==> config.mk <==
export PLATFORM = sky130hd
export DESIGN_NAME = sprite_collision_rng
export DESIGN_NICKNAME = d
export VERILOG_FILES = /design/src/rtl/sprite_collision_rng.sv
export SDC_FILE = /design/constraint.sdc
export NUM_CORES = 1
export LEC_CHECK = 0
export CORE_ASPECT_RATIO = 2
export CORE_MARGIN = 4
export CORE_UTILIZATION = 37
export CTS_CLUSTER_DIAMETER = 150
export CTS_CLUSTER_SIZE = 16
export DETAILED_ROUTE_END_ITERATION = 6
export GPL_TIMING_DRIVEN = 0
export PLACE_DENSITY = 0.87
export SYNTH_ARGS = -nofsm -noshare
export SYNTH_HDL_FRONTEND = slang
export SYNTH_SLANG_ARGS = --single-unit
==> constraint.sdc <==
create_clock -name clk_i -period 2.6 [get_ports clk_i]
set_input_delay 0.39 -clock clk_i [delete_from_list [all_inputs] [get_ports clk_i]]
set_output_delay 0.39 -clock clk_i [all_outputs]
set_load 0.01 [all_outputs]
==> src/rtl/sprite_collision_rng.sv <==
// sprite_collision_rng: registered paddle/ball hitbox overlap flags plus a free-running 16-bit LFSR.
// Define SPRITE_EDGE_HITBOX_EN to build the top/bottom edge-strip hitboxes (coll_o[2:1]).
module sprite_collision_rng #(
  parameter int X_POS_W   = 10,
  parameter int Y_POS_W   = 10,
  parameter int RND_NUM_W = 9
) (
  input  logic                 clk_i,
  input  logic                 rst_i,
  input  logic [X_POS_W-1:0]   pad_x_i,
  input  logic [X_POS_W-1:0]   pad_right_i,
  input  logic [Y_POS_W-1:0]   pad_y_i,
  input  logic [Y_POS_W-1:0]   pad_bottom_i,
  input  logic [X_POS_W-1:0]   ball_x_i,
  input  logic [X_POS_W-1:0]   ball_right_i,
  input  logic [Y_POS_W-1:0]   ball_y_i,
  input  logic [Y_POS_W-1:0]   ball_bottom_i,
  output logic [2:0]           coll_o,
  output logic [RND_NUM_W-1:0] rnd_num_o
);
  logic [15:0] r_lfsr;
  logic [2:0]  r_coll;
  logic [2:0]  w_hit;
  logic        w_x_ovl;
  assign w_x_ovl  = (pad_x_i < ball_right_i) && (pad_right_i > ball_x_i);
  assign w_hit[0] = w_x_ovl && (pad_y_i < ball_bottom_i) && (pad_bottom_i > ball_y_i);
`ifdef SPRITE_EDGE_HITBOX_EN
  logic [Y_POS_W-1:0] w_top_bottom;
  logic [Y_POS_W-1:0] w_bot_top;
  // One-pixel strips along the paddle's top and bottom rows; wraps modulo 2^Y_POS_W
  assign w_top_bottom = pad_y_i + Y_POS_W'(1);
  assign w_bot_top    = pad_bottom_i - Y_POS_W'(1);
  assign w_hit[1] = w_x_ovl && (pad_y_i < ball_bottom_i) && (w_top_bottom > ball_y_i);
  assign w_hit[2] = w_x_ovl && (w_bot_top < ball_bottom_i) && (pad_bottom_i > ball_y_i);
`else
  assign w_hit[2:1] = 2'b00;
`endif
  always_ff @(posedge clk_i) begin
    if (rst_i) begin
      r_coll <= 3'b000;
      r_lfsr <= 16'hACE1;
    end else begin
      r_coll <= w_hit;
      r_lfsr <= {r_lfsr[14:0], r_lfsr[15] ^ r_lfsr[13] ^ r_lfsr[12] ^ r_lfsr[10]};
    end
  end
  assign coll_o    = r_coll;
  assign rnd_num_o = r_lfsr[RND_NUM_W-1:0];
endmodule

==> results of run 1 <==
## state kept, by name (all words and copies together) (netlist names)
signal,cells
r_lfsr,16
coll_o,1
## worst max-delay path, stage by stage
cell                              delay, ns
sky130_fd_sc_hd__clkdlybuf4s50_1       0.45
sky130_fd_sc_hd__inv_1                 0.04
sky130_fd_sc_hd__ha_1                  0.29
sky130_fd_sc_hd__a22o_1                0.25
sky130_fd_sc_hd__nor4_2                0.18
sky130_fd_sc_hd__o221ai_1              0.16
sky130_fd_sc_hd__or4_1                 0.54
sky130_fd_sc_hd__nor4_2                0.21
## report_power, final
| part | total [W] | switching [W] | internal, W | leakage (nW) |
|---|---|---|---|---|
| logic | 0.000316 | 0.000107 | 0.000209 | 1.09 |
| clock network | 0.000190 | 0.0000834 | 0.000106 | 0.0255 |
| registers | 0.000288 | 0.00000867 | 0.000279 | 0.142 |
| total | 0.000793 | 0.000199 | 0.000594 | 1.25 |
## per-layer routing
layer  global-route usage  wire, µm  vias up
met1               0.1349      1196      655
met2               0.3368      2368       58
met5                    0         0        -
met4              0.02953        25        0
li1                     -         -      780
met3              0.02572       277        4
## cells by family (layout without fill, tap and decap cells)
group,count (synthesis),after routing,share of synthesized area
adders and majority gates,38,38,0.3135
and+or+nand+nor,44,44,0.1724
DFF,17,17,0.2244
other,1,2,0.002473
buffers and inverters,52,147,0.1559
AOI/OAI and AO/OA,26,26,0.1139
xor gates and xnor gates,3,3,0.01733
## worst max-delay path by stage
stage                          startpoint         to  slack (ns)
after floorplan           ball_right_i[9]  coll_o[0]        0.63
after global placement    ball_right_i[9]  coll_o[0]        0.03
after detailed placement  ball_right_i[9]  coll_o[0]       -0.04
after CTS                 ball_right_i[9]  coll_o[0]        0.21
after global routing      ball_right_i[9]  coll_o[0]        0.11
final                     ball_right_i[9]  coll_o[0]        0.24
## Yosys cell counts, types with 2 or more instances
master                     count
sky130_fd_sc_hd__nand4_1       6
sky130_fd_sc_hd__a21o_1        5
sky130_fd_sc_hd__nor3_1        4
sky130_fd_sc_hd__nand2b_1      3
sky130_fd_sc_hd__nand2_1       5
sky130_fd_sc_hd__nand3_1       2
sky130_fd_sc_hd__a22o_1        2
sky130_fd_sc_hd__inv_1        40
sky130_fd_sc_hd__ha_1         38
sky130_fd_sc_hd__o21ai_0       2
sky130_fd_sc_hd__a211oi_1      3
sky130_fd_sc_hd__xor2_1        2
sky130_fd_sc_hd__nor2b_1       9
sky130_fd_sc_hd__nor4_2        2
sky130_fd_sc_hd__nor2_1        3
sky130_fd_sc_hd__buf_4        11
sky130_fd_sc_hd__dfxtp_1      17
sky130_fd_sc_hd__a21oi_1       9
sky130_fd_sc_hd__or2_2         7
## through the flow
| step | std cells | setup slack [ns] |
|---|---|---|
| after floorplan | 182 | 0.6287 |
| final | 328 | 0.2443 |
| after CTS | 328 | 0.2134 |
| after global routing | 328 | 0.1051 |
| after global placement | 324 | 0.03135 |
| after detailed placement | 324 | -0.04164 |
## cell type report
cell class / instances / area [µm²] / area share
buffer: 12 / 86.33 / 0.03397
tap: 51 / 63.81 / 0.02511
timing repair buffer: 91 / 910.9 / 0.3584
sequential: 17 / 340.3 / 0.1339
inverter: 40 / 150.1 / 0.05908
multi-input combinational: 113 / 943.4 / 0.3712
clock buffer: 3 / 41.29 / 0.01625
clock inverter: 1 / 5.005 / 0.001969
==> metrics.log, run 1 <==
[metrics] Total GRT Usage: 0.1572
[metrics] P&R area growth vs syn: 67.57%
[metrics] clock buffer count from CTS: 3
[metrics] part of the cycle the worst path needs: 0.9061
[metrics] count of standard-cell rows: 32
[metrics] post-route standard cell area excluding fillers: 2541 µm²
[metrics] CP Launch Type: input port
[metrics] share of the synthesized area in the top cell type: 0.3135
[metrics] register-to-register path setup slack: 1.73 ns
[metrics] capturing element type of the critical path: flip-flop
[metrics] Post-synth top flop: sky130_fd_sc_hd__dfxtp_1
[metrics] number of fillers in the final layout: 359
[metrics] Reg2Reg Capture Point: r_lfsr[0]
[metrics] boundary pin count: 94
[metrics] maximum number of pins on one net before global-route repair: 11
[metrics] vias in the first global route: 1627
[metrics] instance area at placement: 2495 µm²
[metrics] H-tree levels: 1
[metrics] most used cells in the layout excluding fill and tap cells: sky130_fd_sc_hd__clkdlybuf4s50_1 (91), sky130_fd_sc_hd__inv_1 (40), sky130_fd_sc_hd__ha_1 (38)
[metrics] core area: 3924 µm²
[metrics] Clk Tree Root Cell: sky130_fd_sc_hd__clkbuf_8
[metrics] Max Clk Rate: 0.4245 GHz
[metrics] deepest clock path buffer count: 2
[metrics] power density over the cells: 312.0 nW/µm²
[metrics] number of standard cells after synthesis: 181
[metrics] Leakage: 1.255 nW
[metrics] depth of the worst register-to-register path: 3
[metrics] number of design rule violations left after detail routing: 0
[metrics] worst setup skew after layout: 0.003715 ns
[metrics] setup_tns: 0 ns
[metrics] arrival time at the worst endpoint: 2.52 ns
[metrics] placer congestion estimate: 0.7263
[metrics] detailed-routing iteration count for the pre-antenna-repair pass: 2
[metrics] Worst EP required: 2.76 ns
[metrics] total of cells resized after clock tree synthesis: 0
[metrics] crit path time final: 2.356 ns
[metrics] vias: 1497
[metrics] TritonCTS clock tree: built
[metrics] highest net fanout along the worst path: 2
[metrics] Setup Buffers After CTS: 0
[metrics] clock latency on the worst-skew pair: 0.25 ns
[metrics] count of nets left with antenna violations after detail routing: 0
[metrics] per-cell via count in the routed design: 4.564
[metrics] category of the most critical setup path: in2reg
[metrics] number of violations of the max-capacitance limit: 0
[metrics] Worst Hold Depth: 1
[metrics] EDFF count, synth: 0
[metrics] nets: 398
[metrics] leading cell type in the layout, fill and taps excluded: sky130_fd_sc_hd__clkdlybuf4s50_1
[metrics] post-detailed-routing wire length: 3868 µm
[metrics] chip width: 53.27 µm
[metrics] Tightest Hold Check Type: reg2reg
[metrics] largest cells by area after synthesis: sky130_fd_sc_hd__ha_1 (31%), sky130_fd_sc_hd__dfxtp_1 (22%), sky130_fd_sc_hd__inv_1 (9.9%), sky130_fd_sc_hd__buf_4 (5.4%), sky130_fd_sc_hd__nor2b_1 (3.7%)
[metrics] routed length per instance: 11.79 µm
[metrics] number of storage elements in the synthesis netlist: 17
[metrics] Yosys top cell by area: sky130_fd_sc_hd__ha_1
[metrics] layout cell share with drive strength beyond 1: 0.09025
[metrics] Hold Slack: 0.4183 ns
[metrics] final core utilization: 0.6476
[metrics] overall power after layout: 0.0007929 W
[metrics] number of DRC markers after the initial detailed-route iteration: 8
[metrics] CTS Hold Buffers Added: 0
[metrics] launch instance of the worst min-delay path: r_lfsr[9]
[metrics] register clock-pin slew on the reported worst setup and hold paths: 0.06 ns
[metrics] count of synthesis-stage warnings from yosys: 0
[metrics] Reg2Reg Launch Point: r_lfsr[10]
[metrics] antenna cell count: 0
[metrics] wire length of the first global-routing pass: 6417 µm
[metrics] Setup-failing EPs final: 0
[metrics] cell area after synthesis: 1516 µm²
[metrics] Chip Height: 98.54 µm
[metrics] initial standard-cell utilization of the core: 0.3865
[metrics] final count of hold timing violations: 0
[metrics] Remaining Overflow, GRT: 0
[metrics] I/O Buffers: 91
[metrics] die area: 5249 µm²
[metrics] Hold Path End: r_lfsr[10]
[metrics] sequential area share after synthesis: 0.2244
[metrics] result of the run: complete, no violations
[metrics] antenna violations before repair: 0
[metrics] HPWL Detailed: 3665 µm
[metrics] Slew Viols, Final: 0
[metrics] RSZ-0062 raised after global routing: no
[metrics] fraction of registers with async set or reset after synthesis: 0
[metrics] Post-Syn Area per Cell: 8.378 µm²
[metrics] synth unique cells: 30
[metrics] clk sink count: 17
[metrics] peak supply drop: 260.6 µV
(Power assumes the default switching activity.)
==> run 2: changes to the inputs <==
Settings changed: CAP_MARGIN from default to 20.
==> results of run 2 <==
Same layout as run 1: the final DEF is identical, and so are final timing and power.
